===== config.mk =====
export PLATFORM = sky130hd
export DESIGN_NAME = mcc_operand_dispatcher_flat
export DESIGN_NICKNAME = d
export VERILOG_FILES = /design/src/rtl/mcc_operand_dispatcher_if.sv /design/src/rtl/mcc_operand_dispatcher.sv /design/src/flat_wrapper.sv
export SDC_FILE = /design/constraint.sdc
export NUM_CORES = 1
export LEC_CHECK = 0
export CAP_MARGIN = 10
export CORE_UTILIZATION = 35
export DETAILED_ROUTE_END_ITERATION = 10
export MAX_ROUTING_LAYER = met4
export PLACE_DENSITY = 0.53
export SETUP_SLACK_MARGIN = 0.05
export SYNTH_ARGS = -nofsm -noshare
export SYNTH_HDL_FRONTEND = slang
export SYNTH_SLANG_ARGS = --single-unit

===== constraint.sdc =====
create_clock -name clock -period 4.2 [get_ports clock]
set_input_delay 0.84 -clock clock [delete_from_list [all_inputs] [get_ports clock]]
set_output_delay 0.84 -clock clock [all_outputs]
set_load 0.05 [all_outputs]

===== src/rtl/mcc_operand_dispatcher_if.sv =====
// Byte-stream, launch and result signals between mcc_operand_dispatcher and its neighbours.
// The slave modport is the dispatcher's view; the master modport is the surrounding system.
interface mcc_operand_dispatcher_if;
  logic       in_valid;
  logic [7:0] in_data;
  logic       in_ready;
  logic       start;
  logic       mode;
  logic [7:0] a;
  logic [7:0] b;
  logic [7:0] c;
  logic [7:0] d;
  logic       done;
  logic       result;
  logic       res_valid;
  logic       res_data;
  logic       res_err;
  logic       res_ready;
  logic [7:0] op_count;
  logic       busy;

  modport slave (
    input  in_valid, in_data, done, result, res_ready,
    output in_ready, start, mode, a, b, c, d, res_valid, res_data, res_err, op_count, busy
  );

  modport master (
    output in_valid, in_data, done, result, res_ready,
    input  in_ready, start, mode, a, b, c, d, res_valid, res_data, res_err, op_count, busy
  );
endinterface


===== src/rtl/mcc_operand_dispatcher.sv =====
// Assembles 5-byte frames into mode/a-d, launches multi_cycle_circuit and returns its result.
// Optional WAIT timeout abort is enabled by defining DISPATCH_TIMEOUT_EN.
module mcc_operand_dispatcher #(
  parameter int START_CYCLES = 2
`ifdef DISPATCH_TIMEOUT_EN
  , parameter int TIMEOUT = 64
`endif
) (
  input logic                     clock,
  input logic                     reset,
  mcc_operand_dispatcher_if.slave bus
);

  typedef enum logic [1:0] {COLLECT, LAUNCH, WAIT, REPORT} state_t;

  state_t      state_q, state_d;
  logic [2:0]  idx_q, idx_d;
  logic [31:0] cnt_q, cnt_d;
  logic        mode_q, mode_d;
  logic [7:0]  a_q, a_d, b_q, b_d, c_q, c_d, d_q, d_d;
  logic        res_data_q, res_data_d;
  logic        res_err_q, res_err_d;
  logic [7:0]  op_count_q, op_count_d;

  // One counter serves both the launch strobe length and the WAIT timeout.
  always_ff @(posedge clock or negedge reset) begin
    if (!reset) begin
      state_q    <= COLLECT;
      idx_q      <= 3'd0;
      cnt_q      <= 32'd0;
      mode_q     <= 1'b0;
      a_q        <= 8'd0;
      b_q        <= 8'd0;
      c_q        <= 8'd0;
      d_q        <= 8'd0;
      res_data_q <= 1'b0;
      res_err_q  <= 1'b0;
      op_count_q <= 8'd0;
    end else begin
      state_q    <= state_d;
      idx_q      <= idx_d;
      cnt_q      <= cnt_d;
      mode_q     <= mode_d;
      a_q        <= a_d;
      b_q        <= b_d;
      c_q        <= c_d;
      d_q        <= d_d;
      res_data_q <= res_data_d;
      res_err_q  <= res_err_d;
      op_count_q <= op_count_d;
    end
  end

  always_comb begin
    state_d    = state_q;
    idx_d      = idx_q;
    cnt_d      = cnt_q;
    mode_d     = mode_q;
    a_d        = a_q;
    b_d        = b_q;
    c_d        = c_q;
    d_d        = d_q;
    res_data_d = res_data_q;
    res_err_d  = res_err_q;
    op_count_d = op_count_q;

    case (state_q)
      COLLECT: begin
        if (bus.in_valid) begin
          idx_d = (idx_q == 3'd4) ? 3'd0 : idx_q + 3'd1;
          case (idx_q)
            3'd0: mode_d = bus.in_data[0];
            3'd1: a_d = bus.in_data;
            3'd2: b_d = bus.in_data;
            3'd3: c_d = bus.in_data;
            3'd4: begin
              d_d     = bus.in_data;
              state_d = LAUNCH;
              cnt_d   = 32'd0;
            end
            default: idx_d = 3'd0;
          endcase
        end
      end
      LAUNCH: begin
        // An early done cuts the strobe short and reports straight away.
        if (bus.done) begin
          res_data_d = bus.result;
          res_err_d  = 1'b0;
          state_d    = REPORT;
        end else if (cnt_q == 32'(START_CYCLES - 1)) begin
          state_d = WAIT;
          cnt_d   = 32'd0;
        end else begin
          cnt_d = cnt_q + 32'd1;
        end
      end
      WAIT: begin
        if (bus.done) begin
          res_data_d = bus.result;
          res_err_d  = 1'b0;
          state_d    = REPORT;
        end
`ifdef DISPATCH_TIMEOUT_EN
        else if (cnt_q == 32'(TIMEOUT - 1)) begin
          res_data_d = 1'b0;
          res_err_d  = 1'b1;
          state_d    = REPORT;
        end else begin
          cnt_d = cnt_q + 32'd1;
        end
`endif
      end
      REPORT: begin
        if (bus.res_ready) begin
          op_count_d = op_count_q + 8'd1;
          state_d    = COLLECT;
        end
      end
      default: state_d = COLLECT;
    endcase
  end

  assign bus.in_ready  = (state_q == COLLECT);
  assign bus.busy      = (state_q != COLLECT);
  assign bus.start     = (state_q == LAUNCH);
  assign bus.res_valid = (state_q == REPORT);
  assign bus.mode      = mode_q;
  assign bus.a         = a_q;
  assign bus.b         = b_q;
  assign bus.c         = c_q;
  assign bus.d         = d_q;
  assign bus.res_data  = res_data_q;
  assign bus.op_count  = op_count_q;
`ifdef DISPATCH_TIMEOUT_EN
  assign bus.res_err   = res_err_q;
`else
  assign bus.res_err   = 1'b0;
`endif

endmodule


===== src/flat_wrapper.sv =====
// flat-port wrapper written by rule: the top's interface ports become plain ports
module mcc_operand_dispatcher_flat 
#(
  parameter int START_CYCLES = 2

)
  (clock, reset, bus_in_valid, bus_in_data, bus_done, bus_result, bus_res_ready, bus_in_ready, bus_start, bus_mode, bus_a, bus_b, bus_c, bus_d, bus_res_valid, bus_res_data, bus_res_err, bus_op_count, bus_busy);
  mcc_operand_dispatcher_if bus_i ();
  input logic clock;
  input logic reset;
  input wire logic [$bits(bus_i.in_valid)-1:0] bus_in_valid;
  input wire logic [$bits(bus_i.in_data)-1:0] bus_in_data;
  input wire logic [$bits(bus_i.done)-1:0] bus_done;
  input wire logic [$bits(bus_i.result)-1:0] bus_result;
  input wire logic [$bits(bus_i.res_ready)-1:0] bus_res_ready;
  output wire logic [$bits(bus_i.in_ready)-1:0] bus_in_ready;
  output wire logic [$bits(bus_i.start)-1:0] bus_start;
  output wire logic [$bits(bus_i.mode)-1:0] bus_mode;
  output wire logic [$bits(bus_i.a)-1:0] bus_a;
  output wire logic [$bits(bus_i.b)-1:0] bus_b;
  output wire logic [$bits(bus_i.c)-1:0] bus_c;
  output wire logic [$bits(bus_i.d)-1:0] bus_d;
  output wire logic [$bits(bus_i.res_valid)-1:0] bus_res_valid;
  output wire logic [$bits(bus_i.res_data)-1:0] bus_res_data;
  output wire logic [$bits(bus_i.res_err)-1:0] bus_res_err;
  output wire logic [$bits(bus_i.op_count)-1:0] bus_op_count;
  output wire logic [$bits(bus_i.busy)-1:0] bus_busy;
  assign bus_i.in_valid = bus_in_valid;
  assign bus_i.in_data = bus_in_data;
  assign bus_i.done = bus_done;
  assign bus_i.result = bus_result;
  assign bus_i.res_ready = bus_res_ready;
  assign bus_in_ready = bus_i.in_ready;
  assign bus_start = bus_i.start;
  assign bus_mode = bus_i.mode;
  assign bus_a = bus_i.a;
  assign bus_b = bus_i.b;
  assign bus_c = bus_i.c;
  assign bus_d = bus_i.d;
  assign bus_res_valid = bus_i.res_valid;
  assign bus_res_data = bus_i.res_data;
  assign bus_res_err = bus_i.res_err;
  assign bus_op_count = bus_i.op_count;
  assign bus_busy = bus_i.busy;
  mcc_operand_dispatcher #(.START_CYCLES(START_CYCLES)) u_core (.clock(clock), .reset(reset), .bus(bus_i));
endmodule

==> results.md, run 1 <==
- The CTS tree is built.
- The number of different library cells in the post-synthesis netlist is 43.
- The largest net degree at the start of global routing is 80.
- The type of destination of the critical path is an output pin.
- No sink is reached through more buffers than the 2 on the longest clock path.
- The number of I/O port buffers is 59.
- The tree is rooted in a clkbuf_8.
- In this run, synthesis produced a sequential element count of 79.
- The average cell area after synthesis is 11.0 um^2.
- The H-tree depth is 3.
- Ranked by total cell area, the synthesized netlist is headed by dfrtp_1 (52%), mux2_2 (11%), ha_1 (3.9%).
- The final count of pins violating max slew was 0.
- The final count of negative-setup-slack endpoints is 0.
- By count the netlist is led by dfrtp_1 (79), mux2_2 (36), nand2_1 (28).
- The area of the core is 0.0104 mm^2.
- Clock skew on the completed layout was measured at 0.00695 ns.
- The worst pin sits at a relative slew slack of 0.314.
- The initial standard-cell utilization of the core is 0.366.
- In this run, CTS created clock tree buffers numbering 9.
- The ratio of final minimum period to clock period is 0.756.
- The number of fill cells in the layout is 999.
- The cell count after synthesis is 347.
- Traced cell by cell, the critical path runs through inv_1 -> ha_1 -> clkdlybuf4s50_1.
- The tightest min-delay check is of the reg -> reg type.
- In the routed layout, each cell is associated on average with a via count of 5.26.
- The fmax is 315 MHz.
- The area of all placed cells without fillers is 0.00476 mm^2.
- The global router's overall resource usage is 0.167.
- The first-iteration detailed-routing DRC count is 113.
- The clock period minus worst slack is 3.18 ns.
- IR analysis of the VDD net gives a maximum drop of 0.442 mV.
- Setup repair after global routing left no endpoint under its margin.
- The routed layout has 2900 vias.
- Adding up every negative setup slack in the final design gives 0 ns.
- The leakage power figure is 2.03 nW.
- The die is 106 um tall.
- Hold repair after CTS inserted 0 buffers.
- The count of TritonRoute iterations in the first routing pass is 4.
- The number of nets in the synthesized netlist is 373.
- The post-cts resize count is 0.
- The share of synthesized flip-flops with an asynchronous set or reset is 1.00.
- The die covers 0.0113 mm^2.
- The die width is 106 um.
- For this design the ratio of total power to cell area is 747 mW/mm^2.
- Summing all placed instances gives a cell area of 0.00455 mm^2.
- The critical path is of the reg -> out type.
- The count of nets left with antenna violations once routing finished came out at 0.
- The half-perimeter wire length of the detailed placement result is 5730 um.
- The number of flops mapped to enable cells by yosys is 0.
- The maximum fanout encountered on the critical timing path is 13.
- The number of antenna violations at the first check in global routing is 0.
- The total I/O pin count is 61.
- Routability-driven placement finished with a final weighted congestion of 0.769.
- After detailed routing, the number of remaining DRC violations is 0.
- The share of the Yosys chip area taken by registers is 0.519.
- The first global-routing pass estimated 14300 um of wire.
- In this design, the stage delay of the slowest critical-path cell is 0.91 ns.
- The number of sinks driven by the clock tree is 79.
- The share of the core filled with cells in the final layout is 0.457.
- Of the cells placed in the final design, the portion with a size suffix greater than 1 is 0.142.
- The library cell occupying the most area in the post-synthesis netlist is dfrtp_1.
- The final-stage net count is 436.
- Row generation in the floorplan step produced 37 rows.
- Counting instances, the worst hold path has a depth of 1.
- The clock latency reported for the late side of the worst-skew pair is 0.35 ns.
- For the worst setup path, the data arrival time is 2.34 ns.
- The routed design has 8490 um of wire.
- The data required time at the worst endpoint is 3.36 ns.
- The total power of the final layout is 3.55 mW.
- The growth of design area from synthesis to finish is 24.9%.
- Once the clock tree was built, the setup fixing pass inserted 0 buffers.
- The diode insertion count for antenna repair is 0.
- The depth of the most critical reg-to-reg path is 7.
- In the final routed layout, each cell accounts on average for 15.4 um.
- The via count of the first global-routing pass is 2939.
- The share of the synthesized area in the top cell type is 0.519.
- The total count of hold-check failures in the final report is 0.
- For the pin with the worst max-slew slack, the measured transition is 1.03 ns.
- The primary flip-flop cell chosen by synthesis mapping is dfrtp_1.
- Yosys printed 0 warnings.
- The cell with the largest stage delay on the worst path is clkdlybuf4s50_1.
- Hold is met by 0.482 ns.
- STA classifies the critical path startpoint as a flip-flop.
- After clock tree synthesis, the clock-pin slew on the worst setup and hold paths is 0.08 ns.
- Max-cap violations in this run came to 0.
- The run finished with clean final reports.
- Among all cell types in the netlist, the one instantiated most often is dfrtp_1.
- The residual overflow from global routing is 0.
- The post-synthesis instance area is 0.00381 mm^2.
[report_power, final]
group | switching [mW] | leakage [nW] | internal (mW)
Sequential | 0.143 | 1.04 | 0.976
Combinational | 1.20 | 0.876 | 0.640
Clock | 0.277 | 0.109 | 0.322
[path summary, 6_finish.rpt]
check                                        from                endpoint  slack [ns]
setup / recovery                u_core.state_q[0]            bus_in_ready        1.02
hold / removal             u_core.bus.op_count[7]  u_core.bus.op_count[7]        0.48
setup reg to reg                u_core.state_q[0]        u_core.cnt_q[25]        1.17
hold reg to reg            u_core.bus.op_count[7]  u_core.bus.op_count[7]        0.48
max in group asynchronous                   reset        u_core.cnt_q[12]        2.88
min in group asynchronous                   reset         u_core.bus.b[3]        0.65
[cells in the final DEF, fill, tap and decap left out, drive strengths merged, types with 2 or more instances in the layout]
master	count
and3	4
nand2	28
and4	3
buf	3
nor2	25
mux2	36
dfrtp	79
nor4	7
a2111oi	2
a31oi	2
nand4	15
clkbuf	13
o21ai	9
nand3	21
clkinv	2
o22ai	2
clkdlybuf4s50	58
or3	4
nor3	4
ha	12
nor4b	2
a21oi	13
inv	14
o31ai	8
a211oi	2
xor2	13
or4	8
and2	5
xnor2	9
[flip-flops by register name (all words and copies together), names as in the netlist]
name,flops
u_core.bus.a,8
u_core.bus.b,8
u_core.bus.c,8
u_core.bus.d,8
u_core.bus.mode,1
u_core.bus.op_count,8
u_core.bus.res_data,1
u_core.cnt_q,32
u_core.idx_q,3
u_core.state_q,2
[final cells by class]
| class | count | area [um^2] | area share |
|---|---|---|---|
| flip-flops and latches | 79 | 1980 | 0.416 |
| multi-input cells | 245 | 1750 | 0.367 |
| repair buffers | 61 | 603 | 0.127 |
| well taps | 136 | 170 | 0.0358 |
| clock buffers | 13 | 169 | 0.0355 |
| inverters | 14 | 52.6 | 0.0110 |
| clock inverters | 3 | 40.0 | 0.00842 |
[metal layers]
metal / up-vias / global-route usage / part of all wire
met5: - / - / 0
met4: 0 / 0.0605 / 0.014
met3: 13 / 0.0564 / 0.077
met2: 88 / 0.247 / 0.44
met1: 1425 / 0.211 / 0.47
li1: 1374 / - / -
[worst max-delay path, delay by kind of cell, from the launching register on]
| family | cells | cell delay [ns] |
|---|---|---|
| fa+ha+maj | 1 | 0.52 |
| flops | 1 | 0.43 |
| buf+inv | 2 | 1.04 |
[logic make-up (layout without fill, tap and decap cells)]
kind of cell             Yosys count  count (layout)  synth area share
AO/OA/AOI/OAI                     44              44            0.0782
other                              1               1          0.000985
multiplexers                      37              37             0.109
flip-flops                        79              79             0.519
buffers and inverters             23              91            0.0243
AND/OR/NAND/NOR                  129             129             0.178
adder cells (fa/ha/maj)           12              12            0.0394
XOR/XNOR                          22              22            0.0506
[through the flow]
stage                     setup slack [ns]  std cells
final                                 1.02        551
after global routing                 0.917        551
after CTS                            0.972        551
after detailed placement             0.748        535
after global placement               0.821        535
after floorplan                       1.53        347
Power figures use the tool's default switching activity.
==> run 2: changes to the inputs <==
==> constraint.sdc (replaced) <==
create_clock -name clock -period 3 [get_ports clock]
set_input_delay 0.6 -clock clock [delete_from_list [all_inputs] [get_ports clock]]
set_output_delay 0.6 -clock clock [all_outputs]
set_load 0.05 [all_outputs]
==> results.md, run 2 (synthesis results as in run 1) <==
- The fmax is 362 MHz.
- The buffer type at the clock tree root is clkbuf_8.
- The number of I/O port buffers is 59.
- The worst setup skew after layout is 0.0138 ns.
- The initial standard-cell utilization of the core is 0.366.
- The type of destination of the critical path is an output pin.
- The via-per-instance ratio is 5.18.
- Detailed placement ended at an HPWL of 5760 um.
- At the later pin of the worst-skew pair, clock insertion delay measures 0.36 ns.
- The maximum clock path buffer count is 2.
- The worst register-to-register path has a depth of 7.
- The clock period could shrink to 2.76 ns.
- The post-route antenna net violation count is 0.
- The wire length of the first global-routing pass is 14400 um.
- The number of antenna violations at the first check in global routing came to 0.
- Summed over all nets, the switching power comes to 2.26 mW.
- After floorplanning, the core was divided into 37 placement rows.
- Dividing total power by cell area gives a power density of 1040 mW/mm^2.
- Leaving out fill and tap cells, the most frequent cell in the layout is dfrtp_1.
- 0 antenna diodes ended up in the layout.
- The internal power of the cells is 2.67 mW.
- The number of placed instances, taps included, is 537.
- Of the cells placed in the final design, the portion with a size suffix greater than 1 is 0.142.
- The floorplan step defined a die boundary enclosing 0.0113 mm^2.
- In this run the tightest slew margin relative to its limit is 0.321.
- The post-route DRC violation count is 0.
- The first TritonRoute pass finished after 4 iterations.
- The flop-to-flop setup slack is 0.36 ns.
- The cell repeated most along the worst path is inv_1.
- The CTS tree is built.
- Of the total power, the share spent switching nets is 0.459.
- The count of non-filler cells in the finished layout is 551.
- Across the run, the number of max-cap violations was 0.
- The flow ran to the end, and the final reports show no timing, DRC or antenna violations.
- The number of buffers and inverters on the critical path is 3.
- For this block, the via count after detailed routing is 2856.
- The source of the critical timing path is u_core.state_q[0].
- The transition time at the pin with the least slew margin is 1.02 ns.
- The final count of pins violating max slew is 0.
- The end of the worst register-to-register path is u_core.cnt_q[29].
- The number of buffers added by the clock tree synthesis step is 9.
- The maximum fanout encountered on the critical timing path is 8.
- The via count of the first global-routing pass is 2848.
- The register with the most flip-flops in the final layout is u_core.cnt_q.
- The growth of design area from synthesis to finish is 24.8%.
- In the finished design, the share of the clock period the worst path needs comes to 0.922.
- The number of hold buffers added after cts is 0.
- The share of power burned in the clock network is 0.159.
- STA classifies the critical path startpoint as a flip-flop.
- At the worst endpoint, the arrival time is 2.16 ns.
- Setup total negative slack on the finished layout was measured at 0 ns.
- Setup repair after global routing left no endpoint under its margin.
- The leakage power figure is 2.03 nW.
- During I/O placement, the number of pins put on the boundary was 61.
- The cell with the largest stage delay on the worst path is clkdlybuf4s50_1.
- The routed length per placed instance is 15.5 um.
- Of the total power, registers draw 0.318.
- Once the clock tree was built, the resizer swapped 0 gates to a different size.
- The global router's overall resource usage is 0.168.
- Setup violations remaining at the end of the flow were counted as 0.
- The category of cells accounting for the largest share of critical-path delay is buffers and inverters.
- Measured along the y axis, the die boundary spans 106 um.
- The total count of hold-check failures in the final report was 0.
- On the worst path, the slowest cell contributes a delay of 0.80 ns.
- The global placement routability congestion is 0.736.
- The first-iteration detailed-routing DRC count is 89.
- The worst hold path belongs to the class in -> async.
- At the worst endpoint, the required time is 2.40 ns.
- The largest net degree at the start of global routing is 80.
- The die width is 106 um.
- The register with the most flip-flops in the layout has 32 of them.
- The H-tree depth is 3.
- The clock input transition at the sequential cells of the worst setup and hold paths is 0.08 ns.
- The final critical-path setup slack is 0.235 ns.
- Summed over all layers, the global routing overflow is 0.
- The area of the core is 0.0104 mm^2.
- The critical path goes through inv_1 -> ha_1 -> inv_1 -> clkdlybuf4s50_1.
- The worst slack after detailed placement is 0.0746 ns.
- The type of the worst setup path is reg -> out.
- Of the total power, combinational logic draws 0.524.
- The clock drives 79 sinks.
- For this run, the share of the core covered by cells in the final layout is 0.456.
- The post-CTS setup-driven buffer insertion count is 0.
- The worst supply voltage drop on vdd is 0.641 mV.
- The final-stage net count is 438.
- The routed design has 8520 um of wire.
- The source of the worst register-to-register timing path is u_core.state_q[0].
- In the layout the commonest cells are dfrtp_1 (79), clkdlybuf4s50_1 (57), mux2_2 (36), nand2_1 (28), nor2_1 (24).
==> run 2: cell count changes in the layout (fill, tap and decap cells not counted), sizes merged <==
cell | before | now
clkinv | 2 | 0
clkinvlp | 0 | 2
clkdlybuf4s50 | 58 | 57
dlymetal6s2s | 0 | 1
buf | 3 | 5
clkbuf | 13 | 11
==> run 2: area by class of cell <==
cell class	instances	area, um^2
inverter	14	52.6
fill	1015	5660
multi-input combinational	245	1750
sequential	79	1980
timing repair buffer	63	621
clock buffer	11	141
tap	136	170
clock inverter	3	45.0
==> run 2: per-stage QoR <==
stage	power [mW]	hold WS (ns)	instance area [um^2]
floorplan	3.32	0.304	3810
global placement	4.17	0.462	4560
detailed placement	4.18	0.464	4560
CTS	5.00	0.453	4750
global route	5.21	0.498	4750
finish	4.93	0.427	4750
==> run 2: how the worst max path moves through the flow <==
| stage | endpoint | slack, ns | cells past startpoint |
|---|---|---|---|
| 2_1_floorplan | u_core.cnt_q[15] | 0.33 | 7 |
| 3_3_place_gp | u_core.cnt_q[27] | 0.14 | 6 |
| 3_5_place_dp | u_core.cnt_q[25] | 0.07 | 6 |
| 4_1_cts | bus_in_ready | 0.12 | 3 |
| 5_1_grt | u_core.cnt_q[29] | 0.09 | 7 |
| 6_report | bus_busy | 0.24 | 4 |
==> run 2: power groups by stage <==
| stage | combinational, mW | clock, mW | sequential [mW] |
|---|---|---|---|
| floorplan | 0.857 | 0 | 2.47 |
| global placement | 2.60 | 0 | 1.57 |
| detailed placement | 2.60 | 0 | 1.58 |
| CTS | 2.61 | 0.815 | 1.57 |
| global route | 2.75 | 0.852 | 1.61 |
| finish | 2.58 | 0.784 | 1.57 |
==> run 2: worst reg2reg max path, stage by stage (launching register included) <==
cell and delay [ns]:
dfrtp_1 0.45, inv_1 0.15, ha_1 0.41, nor2_1 0.19
a2111oi_4 0.43, nand2_1 0.32, or4_1 0.47, a21oi_1 0.16
==> run 2: layer usage <==
layer	part of all wire	up-vias	GRT usage
li1	-	1379	-
met1	0.46	1380	0.213
met2	0.44	87	0.244
met3	0.084	10	0.0656
met4	0.015	0	0.0585
met5	0	-	-
==> run 3: changes to the inputs <==
--- a/config.mk
+++ b/config.mk
@@ -7,10 +7,11 @@
 export LEC_CHECK = 0
 export CAP_MARGIN = 10
 export CORE_UTILIZATION = 35
+export CTS_CLUSTER_DIAMETER = 30
 export DETAILED_ROUTE_END_ITERATION = 10
 export MAX_ROUTING_LAYER = met4
 export PLACE_DENSITY = 0.53
-export SETUP_SLACK_MARGIN = 0.05
+export SETUP_SLACK_MARGIN = 0.4
 export SYNTH_ARGS = -nofsm -noshare
 export SYNTH_HDL_FRONTEND = slang
 export SYNTH_SLANG_ARGS = --single-unit
==> results.md, run 3 (synthesis results as in run 1) <==
- The run finished with clean final reports.
- For the finished layout, the period the worst path requires is 2.47 ns.
- The most common cell after layout, fill and taps aside is dfrtp_1.
- In this run the core area contains 37 standard-cell rows.
- The instance area after placement is 0.00459 mm^2.
- The data required time at the worst endpoint is 2.40 ns.
- In this run the standard cell core region covers 0.0104 mm^2.
- Buffers placed on the I/O ports in this run total 59.
- The initial standard-cell utilization of the core is 0.366.
- Prior to clock tree synthesis, the placed netlist has a worst setup slack of 0.138 ns.
- The library cells used most frequently in the layout, excluding fill and tap cells, are dfrtp_1 (79), clkdlybuf4s50_1 (55), mux2_2 (36), nand2_1 (27), nor2_1 (24).
- The routed length per placed instance is 15.1 um.
- In the post-route analysis, the smallest setup slack over all paths is 0.534 ns.
- The CTS tree is built.
- The growth of design area from synthesis to finish is 26.1%.
- In this run the vertical extent of the chip is 106 um.
- Of the available clock period, the critical path in the final layout requires 0.822.
- The depth of the most critical reg-to-reg path is 8.
- For this design, the sink count on the clock tree is 79.
- In this run the static leakage power is 2.04 nW.
- The residual overflow from global routing is 0.
- The share of the core filled with cells in the final layout is 0.461.
- The die is 106 um wide.
- The total negative slack is 0 ns.
- The final-stage net count is 439.
- The post-route DRC violation count is 0.
- Between clock sinks in the finished design, the worst skew comes to 0.0139 ns.
- In this run, placement finished with an instance count of 538.
- The count of TritonRoute iterations in the first routing pass is 4.
- The critical path is of the reg -> out type.
- 0 antenna diodes ended up in the layout.
- Pin placement for this block handled 61 I/O pins.
- The count of non-filler cells in the finished layout is 554.
- The area of the die is 0.0113 mm^2.
- Dividing the detail-routed via count by the number of cells gives 5.13.
- The tightest min-delay check is of the in -> async type.
- The H-tree depth is 3.
- The buffer type at the clock tree root is clkbuf_8.
- In this run the deepest clock path goes through 2 buffers.
- The transition time at the pin with the least slew margin is 0.541 ns.
- The worst pin sits at a relative slew slack of 0.638.
- The fmax is 406 MHz.
- The clock latency reported for the late side of the worst-skew pair is 0.36 ns.
- Entering global routing, the biggest net connects 80 pins.
- The overall via count from detail_route is 2842.
- The register with the most flip-flops in the layout has 32 of them.
- Across the VDD grid, the largest voltage drop is 0.777 mV.
- Across the run, the number of max-cap violations was 0.
- Dividing total power by cell area gives a power density of 1040 mW/mm^2.
- The final wirelength is 8390 um.
- The final count of pins violating max slew was 0.
- The total count of hold-check failures in the final report is 0.
- Buffers inserted during clock tree synthesis total 9.
- The maximum fanout encountered on the critical timing path is 5.
- The filler cells instantiated in the layout total 995.
- The clock input transition at the sequential cells of the worst setup and hold paths is 0.09 ns.
- Setup repair after global routing left no endpoint under its margin.
- The global router's overall resource usage is 0.171.
- Routability-driven placement finished with a final weighted congestion of 0.771.
- Setup violations remaining at the end of the flow were counted as 0.
- The via count of the first global-routing pass was 2880.
- Of the cells placed in the final design, the portion with a size suffix greater than 1 is 0.160.
- The worst setup path is launched from a flip-flop.
- In this run the remaining antenna-violating nets after routing total 0.
- The wire length of the first global-routing pass is 14600 um.
- Detailed placement ended at an HPWL of 5620 um.
- The number of antenna violations at the first check in global routing was 0.
- The type of destination of the critical path is an output pin.
- After the first detailed-routing iteration, the DRC count stood at 130.
- The finished cells cover 0.00480 mm^2.
- The top register by number of flip-flops is u_core.cnt_q.
- STA puts the critical path data arrival time at 1.87 ns.
-- run 3: changes by cell type in the layout (fill, tap and decap cells not counted), sizes merged --
cell           before  now
dlygate4sd2         0    3
buf                 5    6
clkinv              0    1
clkdlybuf4s50      57   55
inv                14   16
clkbuf             11   10
dlymetal6s2s        1    0
-- run 3: through the flow --
| stage | hold slack, ns | power [mW] |
|---|---|---|
| 6_report | 0.249 | 4.99 |
| 2_1_floorplan | 0.304 | 3.33 |
| 3_3_place_gp | 0.462 | 4.15 |
| 3_5_place_dp | 0.463 | 4.17 |
| 5_1_grt | 0.272 | 5.27 |
| 4_1_cts | 0.260 | 5.03 |
-- run 3: final timing paths --
| path | start | endpoint | slack, ns |
|---|---|---|---|
| max | u_core.state_q[1] | bus_res_valid | 0.53 |
| min | reset | u_core.bus.op_count[2] | 0.25 |
| max reg2reg | u_core.state_q[1] | u_core.cnt_q[31] | 0.60 |
| min reg2reg | u_core.bus.op_count[7] | u_core.bus.op_count[7] | 0.47 |
| max in group asynchronous | reset | u_core.idx_q[2] | 2.40 |
| min in group clock | u_core.bus.op_count[7] | u_core.bus.op_count[7] | 0.47 |
-- run 3: layout make-up --
type | instances | area [um^2] | share of cell area
timing repair buffer | 64 | 634 | 0.132
sequential | 79 | 1980 | 0.411
clock inverter | 6 | 67.6 | 0.0141
clock buffer | 10 | 138 | 0.0286
multi-input combinational | 245 | 1770 | 0.367
inverter | 14 | 52.6 | 0.0109
tap | 136 | 170 | 0.0354
-- run 3: what timing repair did --
item	CTS	global route
setup endpoints to repair	3	12
resized for setup	3	3
pin swaps	0	1
buffers inserted	0	0
hold buffers	0	0
cloned	0	0
-- run 3: metal layers --
| metal | wire [um] | vias up | track usage |
|---|---|---|---|
| li1 | - | 1391 | - |
| met1 | 4100 | 1377 | 0.225 |
| met2 | 3640 | 66 | 0.248 |
| met3 | 550 | 8 | 0.0540 |
| met4 | 98 | 0 | 0.0595 |
| met5 | 0 | - | - |
-- run 3: power breakdown --
group,internal (mW),total [mW],switching (mW)
combinational,0.905,2.59,1.69
clock,0.412,0.829,0.417
sequential,1.37,1.57,0.203
total,2.68,4.99,2.31
-- run 3: critical path, stage by stage, from the launching register on --
cell and delay (ns):
dfrtp_1 0.43, ha_1 0.25, clkdlybuf4s50_1 0.83
